--- config.mk ---
export PLATFORM = sky130hd
export DESIGN_NAME = param_mode_counter
export DESIGN_NICKNAME = d
export VERILOG_FILES = /design/src/rtl/param_mode_counter.sv
export SDC_FILE = /design/constraint.sdc
export NUM_CORES = 1
export LEC_CHECK = 0
export CAP_MARGIN = 40
export CORE_AREA = 2 2 39 41
export CTS_CLUSTER_SIZE = 40
export DETAILED_ROUTE_END_ITERATION = 10
export DIE_AREA = 0 0 41 43
export GPL_TIMING_DRIVEN = 0
export PLACE_DENSITY_LB_ADDON = 0.08
export REMOVE_ABC_BUFFERS = 1
export SYNTH_ARGS = -nofsm -noshare
export SYNTH_HDL_FRONTEND = slang
export SYNTH_SLANG_ARGS = --single-unit
export TNS_END_PERCENT = 50
--- constraint.sdc ---
create_clock -name clk -period 5.1 [get_ports clk]
set_input_delay 1.53 -clock clk [delete_from_list [all_inputs] [get_ports clk]]
set_output_delay 1.53 -clock clk [all_outputs]
set_load 0.005 [all_outputs]
--- src/rtl/param_mode_counter.sv ---
// param_mode_counter: parametrised up/down counter with run-time direction,
// synchronous clamped load, arbitrary modulus 0..MAX_COUNT and three modes
// (wrap, saturate, one-shot). Emits a registered terminal-count pulse and a
// sticky overflow flag.
// Optional feature macro GRAY_OUT_EN: adds a registered Gray-coded copy of
// the count (count_gray) for clock-domain crossing.
module param_mode_counter #(
  parameter int unsigned WIDTH     = 4,
  parameter int unsigned MAX_COUNT = 15,
  parameter int unsigned RST_VAL   = 0
) (
  input  logic             clk,
  input  logic             rst,
  input  logic             en,
  input  logic             up,
  input  logic [1:0]       mode,
  input  logic             load,
  input  logic [WIDTH-1:0] load_val,
  input  logic             start,
  input  logic             clr_ovf,
  output logic [WIDTH-1:0] count,
  output logic             tc,
  output logic             busy,
  output logic             ovf_sticky
`ifdef GRAY_OUT_EN
  ,
  output logic [WIDTH-1:0] count_gray
`endif
);

  localparam logic [WIDTH-1:0] MAX_V = WIDTH'(MAX_COUNT);
  localparam logic [WIDTH-1:0] RST_V = WIDTH'(RST_VAL);

  typedef enum logic {IDLE, RUN} state_t;

  state_t           state, state_nxt;
  logic [WIDTH-1:0] count_nxt;
  logic             tc_nxt;
  logic             ovf_nxt;
  logic             at_bnd;
  logic [WIDTH-1:0] bnd_val;
  logic [WIDTH-1:0] stepped;
  logic [WIDTH-1:0] load_clamped;
  logic             oneshot;

  // Next-state decode: rst handled in the register, then load > start > en.
  always_comb begin
    oneshot      = (mode == 2'b10);
    bnd_val      = up ? MAX_V : '0;
    at_bnd       = (count == bnd_val);
    // Stepping from the boundary wraps to the opposite end of the range.
    stepped      = at_bnd ? (up ? '0 : MAX_V) : (up ? count + 1'b1 : count - 1'b1);
    load_clamped = (load_val > MAX_V) ? MAX_V : load_val;
    count_nxt    = count;
    tc_nxt       = 1'b0;
    state_nxt    = state;
    ovf_nxt      = ovf_sticky & ~clr_ovf;

    if (load) begin
      count_nxt = load_clamped;
    end else if (oneshot && state == IDLE && start) begin
      count_nxt = up ? '0 : MAX_V;
      state_nxt = RUN;
    end else if (en) begin
      case (mode)
        2'b01: begin
          if (at_bnd) begin
            tc_nxt  = 1'b1;
            ovf_nxt = 1'b1;
          end else begin
            count_nxt = stepped;
          end
        end
        2'b10: begin
          if (state == RUN) begin
            count_nxt = stepped;
            // A run ends either by reaching the boundary or, after a load of the
            // boundary value, by wrapping past it.
            if (at_bnd || stepped == bnd_val) begin
              tc_nxt    = 1'b1;
              state_nxt = IDLE;
            end
          end
        end
        default: begin
          count_nxt = stepped;
          if (at_bnd) begin
            tc_nxt  = 1'b1;
            ovf_nxt = 1'b1;
          end
        end
      endcase
    end

    if (!oneshot) state_nxt = IDLE;
  end

  // State, count and flag registers with synchronous reset.
  always_ff @(posedge clk) begin
    if (rst) begin
      state      <= IDLE;
      count      <= RST_V;
      tc         <= 1'b0;
      busy       <= 1'b0;
      ovf_sticky <= 1'b0;
`ifdef GRAY_OUT_EN
      count_gray <= RST_V ^ (RST_V >> 1);
`endif
    end else begin
      state      <= state_nxt;
      count      <= count_nxt;
      tc         <= tc_nxt;
      busy       <= (state_nxt == RUN);
      ovf_sticky <= ovf_nxt;
`ifdef GRAY_OUT_EN
      count_gray <= count_nxt ^ (count_nxt >> 1);
`endif
    end
  end

endmodule

==> PnR_summary.wiki, run 1 <==
{| class="wikitable"
! Metric !! Value
|-
| Status || complete, no violations
|-
| Switching portion of total power || between 30% and 40%
|-
| Die boundary height || roughly 43 µm
|-
| Share of layout cells above drive strength 1 || 9.47%
|-
| Final nets || 112
|-
| Worst slack on hold paths || 0.476 ns
|-
| Number of pins with negative max-slew slack in the final report || 0
|-
| Critical path arrival || 3.87 ns
|-
| Antenna diodes || 0
|-
| Power per unit of standard cell area || 239 nW/µm²
|-
| Max FO, Critical Path || 9
|-
| DRT Pass-1 Iters || 4
|-
| Hold Startpoint || ovf_sticky
|-
| Die span in x || 41 µm
|-
| Count of boundary I/O pins || 20
|-
| Number of cells traversed by the worst hold path || 2
|-
| Source of the critical timing path || up
|-
| Post-Place Setup Slack || roughly 1.1 ns
|-
| Max Clk Rate || about 270 MHz
|-
| Number of warnings printed during yosys synthesis || 0
|-
| Clock-pin slew on the worst setup and hold paths || 0.06 ns
|-
| Proportion of synthesized chip area in sequential cells || between 20% and 30%
|-
| Synthesized flop and latch total || 7
|-
| Worst setup skew after layout || roughly 0.0063 ns
|-
| Pin count of the biggest net entering global routing || 12
|-
| Most frequent standard cell in the layout excluding fill and tap cells || clkdlybuf4s50_1
|-
| Final HPWL DP || 1.07 mm
|-
| Data required time of the worst path || 5.23 ns
|-
| Internal Power || 0.000129 W
|-
| Via count || 648
|-
| Worst reg2reg path startpoint || count[0]
|-
| Peak ir drop on the vdd network || 0.140 mV
|-
| Die area || 1760 µm²
|-
| Global-route wire length before repair || about 2.5 mm
|-
| Commonest non-fill, non-tap cells in the layout || clkdlybuf4s50_1, a21oi_1, nor2_1, dfxtp_1, inv_1
|-
| Leak || roughly 0.32 nW
|-
| Sum Neg Setup Slack || 0 ns
|-
| Hold Path Class || flip-flop to flip-flop
|-
| Hold bufs inserted after CTS || 0
|-
| Number of sinks driven by the clock tree || 7
|-
| Proportion of power drawn by combinational gates || 39.3%
|-
| GP Congestion || 0.801
|-
| GRT Util Overall || 20.5%
|-
| Sequential fraction of design power || 33.4%
|-
| Standard cell core area || 1380 µm²
|-
| H-tree lvl count || 1
|-
| Vias per cell || 5.84
|-
| Proportion of register bits with asynchronous set or reset after synthesis || 0%
|-
| TritonCTS clock tree || yes
|-
| Final ANT Viol Nets || 0
|-
| Start-to-end type of the worst setup path || input port to flip-flop
|-
| Post-Synthesis Mean Instance Area || 7.95 µm²
|-
| Slew headroom || between 70% and 80%
|-
| Clock tree root driver cell || clkbuf_4
|-
| Unique masters post-synth || 38
|-
| Setup repair after global routing missed its margin || no
|-
| Part of the total power dissipated in the clock network || between 20% and 30%
|-
| Final setup margin || 1.36 ns
|-
| Post-synthesis instance area || 604 µm²
|-
| Number of filler cells placed in the layout || 138
|-
| Synth Flop Type || dfxtp_1
|-
| Final total power || slightly below 0.0002 W
|-
| Endpoint type of the worst setup path || flip-flop
|-
| Number of flops mapped to enable cells by yosys || 0
|-
| Number of endpoints failing setup at the final stage || 0
|-
| Net Switching || 0.0000650 W
|-
| Total Wirelength || between 1 and 1.5 mm
|-
| Kind of launch point of the worst setup path || input port
|-
| Total gr overflow || 0
|-
| End-of-flow core utilization || 58.8%
|-
| Count of buffers added by post-CTS timing repair for setup || 0
|-
| Minimum clock period after layout || roughly 3.7 ns
|-
| Post-synthesis cell count || 76
|-
| Vias in the first global route || 590
|-
| Total clock buffers created by CTS || 3
|-
| R2R depth || 7
|-
| Transition at the pin with the smallest max-transition slack || around 0.41 ns
|-
| Effective utilization at floorplan || 43.7%
|-
| Max Buffers Root-to-Sink || 2
|-
| Maxcap violations || 0
|-
| Portion of the clock cycle consumed by the worst path in the final layout || 73.3%
|-
| Final hold viol count || 0
|-
| Routed length per placed instance || 12.8 µm
|-
| Core Rows || 14
|-
| Number of remaining DRC errors || 0
|-
| Area growth syn-to-layout || 34.6%
|-
| Number of instances resized during post-cts repair || 0
|-
| Input/output buffers || 19
|-
| Number of antenna violations at the first check in global routing || 0
|-
| Drt first-iter violations || 8
|-
| Source-to-sink clock delay at the later pin of the worst-skew pair || 0.26 ns
|}
[critical path: stages]
cell	delay (ns)
clkdlybuf4s50_1	0.67
inv_1	0.20
ha_1	0.38
and3_1	0.23
o21ai_0	0.31
o211ai_1	0.18
a211oi_1	0.30
nor4_1	0.07
[cell type report]
type	count	area, µm²	area share, %
Tap cell	16	20.0	2.46
Inverter	6	22.5	2.77
Sequential cell	7	140	17.2
Clock buffer	4	26.3	3.23
Multi-Input combinational cell	59	414	50.9
Timing Repair Buffer	19	190	23.4
[kinds of logic (layout without fill, tap and decap cells)]
group | after synthesis | count (layout) | share of synthesized area, %
fa+ha+maj | 3 | 3 | 7.45
simple gates | 28 | 28 | 26.5
compound gates | 26 | 26 | 31.5
buf+inv | 10 | 29 | 8.28
mux | 1 | 1 | 1.66
xor+xnor | 1 | 1 | 1.45
flops | 7 | 7 | 23.2
[power by group through the flow]
stage / Clock (W) / Sequential (W) / Combinational, W
3_5_place_dp: 0 / 0.0000660 / 0.0000759
6_report: 0.0000531 / 0.0000648 / 0.0000764
5_1_grt: 0.0000559 / 0.0000657 / 0.0000860
2_1_floorplan: 0 / 0.0000649 / 0.0000467
3_3_place_gp: 0 / 0.0000661 / 0.0000749
4_1_cts: 0.0000528 / 0.0000648 / 0.0000764
[metrics by stage]
stage | area, µm² | std cells
2_1_floorplan | 577 | 72
3_3_place_gp | 787 | 107
3_5_place_dp | 787 | 107
4_1_cts | 813 | 111
5_1_grt | 813 | 111
6_report | 813 | 111
[worst paths after layout]
path	to	slack, ns
hold / removal	ovf_sticky	0.48
setup reg to reg	state	2.88
hold reg to reg	ovf_sticky	0.48
setup / recovery	state	1.36
[routing by layer]
layer | up-vias | GRT usage [%] | part of all wire (%)
li1 | 322 | - | -
met1 | 301 | 28.8 | 49
met2 | 21 | 29.4 | 44
met3 | 4 | 6.28 | 6.7
met4 | 0 | 6.00 | 0.98
met5 | - | 0 | 0
[sequential cells by signal, indices dropped and copies added (netlist names)]
signal and cells:
state 1, tc 1, ovf_sticky 1, count 4
[synthesized netlist by cell type (2+ instances only)]
master | n | area share [%]
a21oi_1 | 8 | 6.6
dfxtp_1 | 7 | 23
nor2_1 | 7 | 4.3
inv_1 | 6 | 3.7
a211oi_1 | 3 | 3.7
a21o_1 | 3 | 3.7
nand2_1 | 3 | 1.9
and3_1 | 2 | 2.1
ha_1 | 2 | 4.1
nand2b_1 | 2 | 2.1
nand4_1 | 2 | 2.1
nor3_1 | 2 | 1.7
o211ai_1 | 2 | 2.5
o21ai_0 | 2 | 1.7
or3_1 | 2 | 2.1
Power figures use the tool's default switching activity.
==> run 2, diff against run 1 <==
--- a/config.mk
+++ b/config.mk
@@ -6,10 +6,10 @@
 export NUM_CORES = 1
 export LEC_CHECK = 0
 export CAP_MARGIN = 40
-export CORE_AREA = 2 2 39 41
+export CORE_AREA = 2 2 41 43
 export CTS_CLUSTER_SIZE = 40
 export DETAILED_ROUTE_END_ITERATION = 10
-export DIE_AREA = 0 0 41 43
+export DIE_AREA = 0 0 43 45
 export GPL_TIMING_DRIVEN = 0
 export PLACE_DENSITY_LB_ADDON = 0.08
 export REMOVE_ABC_BUFFERS = 1
==> constraint.sdc (replaced) <==
create_clock -name clk -period 3.87 [get_ports clk]
set_input_delay 1.161 -clock clk [delete_from_list [all_inputs] [get_ports clk]]
set_output_delay 1.161 -clock clk [all_outputs]
set_load 0.005 [all_outputs]
==> PnR_summary.wiki, run 2 (synthesized netlist as in run 1, its figures left out) <==
{| class="wikitable"
! Metric !! Value
|-
| Hold Startpoint || ovf_sticky
|-
| Count of buffers added by post-CTS timing repair for setup || 0
|-
| Max FO, Critical Path || 9
|-
| Routed length per placed instance || 12.6 µm
|-
| Minimum clock period after layout || 3.39 ns
|-
| Number of remaining DRC errors || 0
|-
| Pin count of the biggest net entering global routing || 12
|-
| Die span in x || 43 µm
|-
| Final total power || between 0.0002 and 0.0003 W
|-
| Kind of launch point of the worst setup path || input port
|-
| Clock-pin slew on the worst setup and hold paths || around 0.060 ns
|-
| Slew headroom || ~73%
|-
| Source-to-sink clock delay at the later pin of the worst-skew pair || 0.26 ns
|-
| Hold bufs inserted after CTS || 0
|-
| Die boundary height || 45 µm
|-
| Setup repair after global routing missed its margin || no
|-
| Hold Path Class || flip-flop to flip-flop
|-
| Die area || 1940 µm²
|-
| Total Wirelength || 1.40 mm
|-
| Global-route wire length before repair || 2.44 mm
|-
| Maxcap violations || 0
|-
| Final HPWL DP || ~1.1 mm
|-
| Most frequent standard cell in the layout excluding fill and tap cells || clkdlybuf4s50_1
|-
| Final nets || 112
|-
| Start-to-end type of the worst setup path || input port to flip-flop
|-
| Standard cell core area || 1470 µm²
|-
| Via count || 615
|-
| Effective utilization at floorplan || 41.1%
|-
| Total gr overflow || 0
|-
| Vias in the first global route || 554
|-
| Input/output buffers || 19
|-
| Endpoint type of the worst setup path || flip-flop
|-
| H-tree lvl count || 1
|-
| Leak || 0.319 nW
|-
| Worst setup skew after layout || ~0.0085 ns
|-
| TritonCTS clock tree || yes
|-
| Data required time of the worst path || 4.00 ns
|-
| Max Clk Rate || roughly 300 MHz
|-
| Clock tree root driver cell || clkbuf_4
|-
| Number of pins with negative max-slew slack in the final report || 0
|-
| Number of endpoints failing setup at the final stage || 0
|-
| Cell type group with the largest total delay on the critical path || buffers and inverters
|-
| Count of boundary I/O pins || 20
|-
| Peak ir drop on the vdd network || 0.166 mV
|-
| Transition at the pin with the smallest max-transition slack || 0.401 ns
|-
| Number of sinks driven by the clock tree || 7
|-
| Part of the total power dissipated in the clock network || between 20% and 30%
|-
| Final hold viol count || 0
|-
| Net Switching || around 0.000085 W
|-
| Sum Neg Setup Slack || 0 ns
|-
| Number of instances resized during post-cts repair || 0
|-
| Largest stage delay on the critical path || 0.67 ns
|-
| Final ANT Viol Nets || 0
|-
| Drt first-iter violations || 9
|-
| Internal Power || ~0.00017 W
|-
| Max Buffers Root-to-Sink || 2
|-
| Worst reg2reg path startpoint || count[0]
|-
| Worst-path cell chain || clkdlybuf4s50_1, inv_1, ha_1, xnor2_1, nor4b_1, o211ai_1, a211oi_1, nor4_1
|-
| DRT Pass-1 Iters || 4
|-
| Number of filler cells placed in the layout || 149
|-
| Source of the critical timing path || up
|-
| Buffers & Inverters on Critical Path || 2
|-
| Status || complete, no violations
|-
| Antenna diodes || 0
|-
| Critical path arrival || 3.53 ns
|-
| Commonest non-fill, non-tap cells in the layout || clkdlybuf4s50_1, a21oi_1, nor2_1, dfxtp_1, inv_1
|-
| Register containing the most flip-flops in the final layout || count
|-
| Share of layout cells above drive strength 1 || 10.5%
|-
| Power per unit of standard cell area || 311 nW/µm²
|-
| GP Congestion || 0.793
|-
| Area growth syn-to-layout || 34.8%
|-
| Vias per cell || ~5.5
|-
| Switching portion of total power || 33.5%
|-
| GRT Util Overall || about 17%
|-
| Portion of the clock cycle consumed by the worst path in the final layout || between 80% and 90%
|-
| Core Rows || 14
|-
| Number of antenna violations at the first check in global routing || 0
|-
| Max reg flops || 4
|-
| Total clock buffers created by CTS || 3
|-
| Proportion of power drawn by combinational gates || 39.5%
|-
| Cell type of the slowest stage on the worst timing path || clkdlybuf4s50_1
|-
| Sequential fraction of design power || 33.6%
|}
[run 2: cell count changes in the layout (fill, tap and decap cells not counted)]
| cell | before | now |
|---|---|---|
| clkbuf_1 | 1 | 0 |
| clkinv_2 | 0 | 1 |
[run 2: cell type report]
| type | instances | area (µm²) | area share, % |
|---|---|---|---|
| multi-input combinational | 59 | 414 | 50.8 |
| sequential | 7 | 140 | 17.2 |
| clock buffer | 3 | 22.5 | 2.76 |
| inverter | 6 | 22.5 | 2.76 |
| timing repair buffer | 19 | 190 | 23.3 |
| clock inverter | 1 | 5.00 | 0.614 |
| tap | 16 | 20.0 | 2.46 |
[run 2: final timing paths]
check             cells past startpoint          to  slack (ns)
setup / recovery                      8       state        0.48
hold / removal                        2  ovf_sticky        0.47
setup reg to reg                      7       state        1.63
hold reg to reg                       2  ovf_sticky        0.47
[run 2: layer usage]
metal | wire length [µm] | track usage, % | up-vias
met3 | 81 | 5.20 | 0
met2 | 614 | 24.5 | 19
met1 | 707 | 23.7 | 273
met4 | 0 | 5.45 | 0
met5 | 0 | 0 | -
li1 | - | - | 323
[run 2: per-stage QoR]
stage / hold slack (ns) / util (%) / setup slack (ns) / instances / cell area [µm²]
2_1_floorplan: 0.455 / - / 1.25 / 72 / 577
3_3_place_gp: 0.461 / 53.5 / 0.254 / 107 / 787
3_5_place_dp: 0.467 / 53.5 / 0.240 / 107 / 787
4_1_cts: 0.483 / 55.4 / 0.505 / 111 / 815
5_1_grt: 0.520 / 55.4 / 0.301 / 111 / 815
6_report: 0.475 / 55.4 / 0.476 / 111 / 815
[run 2: power groups by stage]
stage          sequential, W   clock, W  combinational [W]
3_5_place_dp       0.0000869          0          0.0000997
4_1_cts            0.0000854  0.0000709           0.000100
2_1_floorplan      0.0000856          0          0.0000616
5_1_grt            0.0000867  0.0000745           0.000113
6_report           0.0000852  0.0000683           0.000100
3_3_place_gp       0.0000867          0          0.0000987
[run 2: worst reg2reg max path: stages (launching register included)]
cell and delay [ns]:
dfxtp_1 0.48, inv_1 0.12, fa_1 0.41, xnor2_1 0.24
nor4b_1 0.28, o211ai_1 0.18, a211oi_1 0.31, nor4_1 0.08
